<file path="src/rtl/cpu_fetch_unit.sv">
// Instruction fetch unit: samples the current PC, reads the instruction word over the bus,
// presents it to decode with valid/ready, and writes next_pc back to the PC register.
module cpu_fetch_unit #(
  parameter int unsigned TIMEOUT_CYCLES = 255,
  parameter int unsigned INST_BYTES     = 4
) (
  input  logic        clk,
  input  logic        rst_n,
  input  logic [31:0] curr_pc,
  input  logic        fetch_en,
  input  logic        flush,
  input  logic        fault_clr,
  output logic        bus_req,
  output logic [31:0] bus_addr,
  input  logic        bus_ack,
  input  logic [31:0] bus_rdata,
  output logic [31:0] inst,
  output logic [31:0] inst_pc,
  output logic        inst_valid,
  input  logic        inst_ready,
  output logic [31:0] next_pc,
  output logic        pc_wr,
  output logic        fault,
  output logic [1:0]  fault_code,
  output logic [31:0] fault_addr
);

  typedef enum logic [2:0] {
    S_IDLE,
    S_REQ,
    S_OUT,
    S_DRAIN,
    S_FAULT
  } state_t;

  localparam logic [15:0] TMO_LAST = 16'(TIMEOUT_CYCLES - 1);
  localparam logic [31:0] STEP     = 32'(INST_BYTES);

  localparam logic [1:0] CODE_NONE      = 2'd0;
  localparam logic [1:0] CODE_MISALIGN  = 2'd1;
  localparam logic [1:0] CODE_TIMEOUT   = 2'd2;

  state_t      state_q;
  logic [15:0] cnt_q;
  logic [31:0] addr_q;
  logic        bus_req_q;
  logic [31:0] inst_q;
  logic [31:0] inst_pc_q;
  logic [31:0] next_pc_q;
  logic        inst_valid_q;
  logic        fault_q;
  logic [1:0]  fault_code_q;
  logic [31:0] fault_addr_q;
  logic        timeout;

  assign timeout = (cnt_q == TMO_LAST);

  always_ff @(posedge clk or negedge rst_n) begin
    if (!rst_n) begin
      state_q      <= S_IDLE;
      cnt_q        <= '0;
      addr_q       <= '0;
      bus_req_q    <= 1'b0;
      inst_q       <= '0;
      inst_pc_q    <= '0;
      next_pc_q    <= '0;
      inst_valid_q <= 1'b0;
      fault_q      <= 1'b0;
      fault_code_q <= CODE_NONE;
      fault_addr_q <= '0;
    end else begin
      case (state_q)
        S_IDLE: begin
          if (fetch_en && !flush) begin
            addr_q <= curr_pc;
            cnt_q  <= '0;
            if (curr_pc[1:0] != 2'b00) begin
              state_q      <= S_FAULT;
              fault_q      <= 1'b1;
              fault_code_q <= CODE_MISALIGN;
              fault_addr_q <= curr_pc;
            end else begin
              state_q   <= S_REQ;
              bus_req_q <= 1'b1;
            end
          end
        end

        S_REQ: begin
          cnt_q <= cnt_q + 16'd1;
          // A flush with the ack already present needs no drain: the data is simply dropped.
          if (flush) begin
            bus_req_q <= 1'b0;
            state_q   <= bus_ack ? S_IDLE : S_DRAIN;
          end else if (bus_ack) begin
            bus_req_q    <= 1'b0;
            inst_q       <= bus_rdata;
            inst_pc_q    <= addr_q;
            next_pc_q    <= addr_q + STEP;
            inst_valid_q <= 1'b1;
            state_q      <= S_OUT;
          end else if (timeout) begin
            bus_req_q    <= 1'b0;
            fault_q      <= 1'b1;
            fault_code_q <= CODE_TIMEOUT;
            fault_addr_q <= addr_q;
            state_q      <= S_FAULT;
          end
        end

        S_OUT: begin
          if (flush || inst_ready) begin
            inst_valid_q <= 1'b0;
            state_q      <= S_IDLE;
          end
        end

        S_DRAIN: begin
          cnt_q <= cnt_q + 16'd1;
          if (bus_ack || timeout) begin
            state_q <= S_IDLE;
          end
        end

        S_FAULT: begin
          if (fault_clr || flush) begin
            fault_q      <= 1'b0;
            fault_code_q <= CODE_NONE;
            fault_addr_q <= '0;
            state_q      <= S_IDLE;
          end
        end

        default: state_q <= S_IDLE;
      endcase
    end
  end

  assign bus_req    = bus_req_q;
  assign bus_addr   = addr_q;
  assign inst       = inst_q;
  assign inst_pc    = inst_pc_q;
  assign inst_valid = inst_valid_q;
  assign next_pc    = next_pc_q;
  assign pc_wr      = (state_q == S_OUT) && inst_ready && !flush;
  assign fault      = fault_q;
  assign fault_code = fault_code_q;
  assign fault_addr = fault_addr_q;

endmodule
</file>
<file path="config.mk">
export PLATFORM = sky130hd
export DESIGN_NAME = cpu_fetch_unit
export DESIGN_NICKNAME = d
export VERILOG_FILES = /design/src/rtl/cpu_fetch_unit.sv
export SDC_FILE = /design/constraint.sdc
export NUM_CORES = 1
export LEC_CHECK = 0
export CORE_AREA = 2 2 143 145
export CTS_BUF_LIST = sky130_fd_sc_hd__clkbuf_2 sky130_fd_sc_hd__clkbuf_4 sky130_fd_sc_hd__clkbuf_8
export DETAILED_ROUTE_END_ITERATION = 6
export DIE_AREA = 0 0 145 147
export PLACE_DENSITY = 0.71
export SYNTH_ARGS = -nofsm -noshare
export SYNTH_HDL_FRONTEND = slang
export SYNTH_SLANG_ARGS = --single-unit
</file>
<file path="constraint.sdc">
create_clock -name clk -period 5.35 [get_ports clk]
set_clock_uncertainty 0.1 [all_clocks]
set_input_delay 1.07 -clock clk [delete_from_list [all_inputs] [get_ports clk]]
set_output_delay 1.07 -clock clk [all_outputs]
set_load 0.02 [all_outputs]
</file>
# Yosys cells after proc, flatten, opt, wreduce, memory -nomap -nowiden

Cells that the tools add are included.

Word-level logic and storage cells: 94
Bits of input ports: 71
Bits in registers: 184
Output and inout port bits: 166

Bitwise logic cells: 1
Reductions and logical operators: 21
Equal/unequal tests: 16
Add/sub/neg operators: 2
Muxes and demuxes: 43

Operator list:

| operator                                       | count |
|---|---|
| two-way mux 32 bit                             | 6 |
| one-hot mux 32 bit (3 select lines)            | 1 |
| adder 32 x 3 -> 32 bit, second input constant  | 1 |
| one-hot mux 16 bit (2 select lines)            | 1 |
| two-way mux 3 bit                              | 8 |
| != test 2 bit, second input constant           | 10 |
| adder 16 x 1 -> 16 bit, second input constant  | 1 |
| == test 16 x 8 -> 1 bit, second input constant | 1 |
| two-way mux 16 bit                             | 1 |
| one-hot mux 3 bit (5 select lines)             | 1 |
| two-way mux 1 bit                              | 14 |
| two-way mux 2 bit                              | 7 |
| AND reduction 4 bit                            | 2 |
| nonzero test 2 bit                             | 4 |
| AND reduction 7 bit                            | 1 |
| == test 3 x 2 -> 1 bit, second input constant  | 2 |
| one-hot mux 2 bit (3 select lines)             | 1 |
| AND reduction 5 bit                            | 1 |
| != test 4 bit, second input constant           | 1 |
| one-hot mux 1 bit (2 select lines)             | 2 |
| AND reduction 2 bit                            | 2 |
| == test 3 x 1 -> 1 bit, second input constant  | 1 |
| == test 3 bit, second input constant           | 1 |
| logical AND 1 bit                              | 3 |
| 8 further kinds                                | 10 |

# Longest topological paths before layout

Depth in word-level cells: 5
Depth in mapped cells: 7
Depth with buffers taken out: 7

# Worst setup path before layout

OpenSTA, ideal clock, no wires.

Path type: input to output
Start point: in flush
End point: out pc_wr
Setup slack: 2371 ps
Arrival time: 1809 ps
Stages: 1
Buffers on the path: 0
Data required time: 4180 ps
Cell sequence: nor4b_1

Cells in the longest elaborated chain, start to end: 2

Ends and longest elaborated chain:

| element            | line | source |
|---|---|---|
| start: declaration | 11   | `input logic flush,` |
| zero test 1 bit    | 145  | `assign pc_wr = (state_q == S_OUT) && inst_ready && !flush;` |
| logical AND 1 bit  | 145  |  |
| end: declaration   | 22   | `output logic pc_wr,` |

No other way between the ends.

# Worst setup path after layout

Same ends and word-level chain as after synthesis.

==> results.yml <==
run_status:
  status: "completed"
worst_setup_path:
  slowest_stage: "clkdlybuf4s50_1"
  cp_common_cell: "clkdlybuf4s50_1"
  cp_data_arrival_time_ns: 2.59
  critPathLaunchType: "primary input"
  worstPathCellList: "clkdlybuf4s50_1, nor4b_1, clkdlybuf4s50_1"
  worst_r2r_path_depth: 6
  cp_max_fo: 9
  critPathRequiredTime_ns: 4.18
  slowest_delay_ns: 0.67
  worstSetupPathType: "primary input to primary output"
  cp-end-kind: "primary output"
layout:
  final_cell_area_um2: 11060
  area_growth_pct: 36.28
  drive_gt1_frac: 0.1559
  final_cells: 1213
  nets: 1007
  num-fill-cells: 1780
  n_antenna_cell: 0
sta:
  fin_setup_tns_ns: 0
  post-route-period-util: 0.7021
  finalHoldViolCount: 0
  slew_headroom: 0.2687
  holdWs_ns: 0.3843
  rsz0062_at_grt: "no"
  worstMarginPinSlew_ns: 1.097
  slew_viol_final: 0
  fmax_mhz: 266.2
  period_minus_slack_ns: 3.756
  setup_viol: 0
synthesis:
  ys_warn_count: 0
  synth_simple_gate_area_frac: 0.1683
  synth_top_family_by_area: "simple AND/OR/NAND/NOR gates"
  synth_fa_ha_area_frac: 0.009248
  synth_area_leader_cell: "dfrtp_1"
  async_reset_ff_frac: 1.000
  synth_area_leaders: "dfrtp_1 56%, mux2_2 9.0%, nand2_1 6.5%"
  synth-edff-count: 0
  synth.area.mux_share: 0.09633
  ys_seq_area_frac: 0.5610
  synth_area_um2: 8118
  synth_ff_type: "dfrtp_1"
  synthDominantCellAreaShare: 0.5610
  synth_nets: 792
  synthXorXnorAreaFrac: 0.03345
  synth_seq_cells: 182
  synth_compound_area_frac: 0.09510
  synth.avg_cell_area_um2: 11.35
  synthDistinctLibCells: 55
  netlist_instances: 715
clock_tree:
  clk_latency_ns: 0.47
  post-cts-setup-buffers: 0
  cts_htree_levels: 4
  clockBufferDepth: 2
  post_cts_resized: 0
  cts_sinks: 182
  cts_hold_buf: 0
  path_clk_slew_ns: 0.10
  cts_made_buffers: 17
  cts_tree: "yes"
  cts_root_buffer: "clkbuf_8"
placed_design:
  place_congestion: 0.8383
  portBuffers: 236
  dpl.cell_count: 1181
  place_area_um2: 10620
  dp.final_hpwl_um: 14500
grt:
  grt_pass1_vias: 6220
  grt_pass1_wl_um: 34690
  overflow: 0
  grtUsageTotal: 0.2046
  antenna_found_initial: 0
  grt_max_degree: 115
drt:
  via_count: 6325
  ant_nets: 0
  drtIter0Drc: 407
  drt_pre_antenna_iters: 5
  wl_um: 21410
  drc: 0
  viasPerCell: 5.214
  drt-wirelength-per-cell_um: 17.65
flow_run:
  maxCapViolations: 0
floorplan:
  die_height_um: 147
  die-area_um2: 21320
  die-width_um: 145
  core-area_um2: 19840
  pin_count: 237
  num_rows: 52
  initial_core_util: 0.4091
power_and_ir_drop:
  peakVddDrop_v: 0.0003730
  p_leak_nw: 4.910
  power_density_nw_per_um2: 627.1
worst_hold_path:
  hold_depth: 2
  hold_path.class: "flip-flop to flip-flop"
flip-flops by register name, indices dropped and copies added, names as in the netlist:
register	count
state_q	3
bus_addr	32
inst_valid	1
cnt_q	16
bus_req	1
next_pc	30
fault_addr	32
fault_code	2
inst	32
inst_pc	32
fault	1
report_power, final:
part / leakage, nW / switching (W) / internal, W / total, W
clock network: 0.222 / 0.000520 / 0.000526 / 0.00105
logic: 2.37 / 0.00167 / 0.00165 / 0.00332
registers: 2.32 / 0.000586 / 0.00199 / 0.00257
worst paths after layout:
| check | slack (ns) | start | endpoint |
|---|---|---|---|
| max reg2reg | 2.45 | state_q[0]$_DFFE_PN0P_ | fault_addr[26]$_DFFE_PN0P_ |
| max in group asynchronous | 3.64 | rst_n | inst[17]$_DFFE_PN0P_ |
| min in group asynchronous | 0.59 | rst_n | inst_pc[29]$_DFFE_PN0P_ |
| min | 0.38 | next_pc[6]$_DFFE_PN0P_ | next_pc[6]$_DFFE_PN0P_ |
| min reg2reg | 0.38 | next_pc[6]$_DFFE_PN0P_ | next_pc[6]$_DFFE_PN0P_ |
| max | 1.59 | flush | pc_wr |
worst max-delay path: cells and delay by family:
kind / cells / cell delay [ns]
AND/OR/NAND/NOR: 1 / 0.31
buffers and inverters: 2 / 1.21
cells by family (layout without fill, tap and decap cells):
| group | count (synthesis) | after routing |
|---|---|---|
| AND/OR/NAND/NOR | 268 | 268 |
| AO/OA/AOI/OAI | 108 | 108 |
| multiplexers | 70 | 70 |
| adder cells (fa/ha/maj) | 6 | 6 |
| buffers and inverters | 50 | 278 |
| XOR/XNOR | 31 | 31 |
| flip-flops | 182 | 182 |
through the flow:
stage | total power, W | setup WS (ns) | util
after floorplan | 0.004299 | 2.371 | -
after global placement | 0.005863 | 1.616 | 0.5352
after detailed placement | 0.005940 | 1.564 | 0.5352
after CTS | 0.007001 | 1.580 | 0.5575
after global routing | 0.007332 | 1.451 | 0.5575
final | 0.006937 | 1.594 | 0.5575
per-layer routing:
metal / up-vias / share of wire / GRT usage
li1: 2962 / - / -
met1: 3132 / 0.45 / 0.2746
met2: 210 / 0.48 / 0.3321
met3: 21 / 0.060 / 0.05714
met4: 0 / 0.012 / 0.04802
met5: - / 0 / 0
synthesized netlist by cell type (9+ instances only):
cell type / n
and3_1: 15
o21ai_0: 47
clkbuf_1: 22
xor2_1: 25
dfrtp_1: 182
nand4_1: 15
nor2_1: 18
and3_2: 27
a221o_1: 30
nand2_1: 141
nand3_1: 24
a21oi_1: 9
mux2_2: 65
layout make-up:
| cell class | count | area [µm²] | area share |
|---|---|---|---|
| sequential | 182 | 4554 | 0.4117 |
| clock buffer | 19 | 249.0 | 0.02251 |
| multi-input combinational | 483 | 3281 | 0.2965 |
| inverter | 5 | 18.77 | 0.001696 |
| tap | 270 | 337.8 | 0.03054 |
| timing repair buffer | 241 | 2429 | 0.2195 |
| clock inverter | 13 | 193.9 | 0.01753 |
layout by cell type (no fill, tap or decap), types with 2 or more instances in the layout:
cell and instances:
xor2_1 25, and3_2 28, inv_1 5, inv_6 3
dfrtp_1 182, a221o_1 30, o41ai_1 2, nor4_2 2
a221o_2 2, and2_1 2, o22ai_1 2, ha_1 6
nor3_1 3, nor2b_1 2, nand3_1 23, nand3b_1 2
a21o_1 3, nand2_1 140, bufinv_16 4, and3_1 14
buf_4 3, clkdlybuf4s50_1 235, nand2_4 2, xnor2_1 6
mux2_2 65, nor4_4 2, buf_12 2, nand4_1 15
clkbuf_8 18, o21ai_0 47, nor2_1 18, clkbuf_4 2
mux2i_1 5, nand2b_1 5, clkinv_4 4, a31oi_1 4
a21oi_1 9
Power figures use the tool's default switching activity.
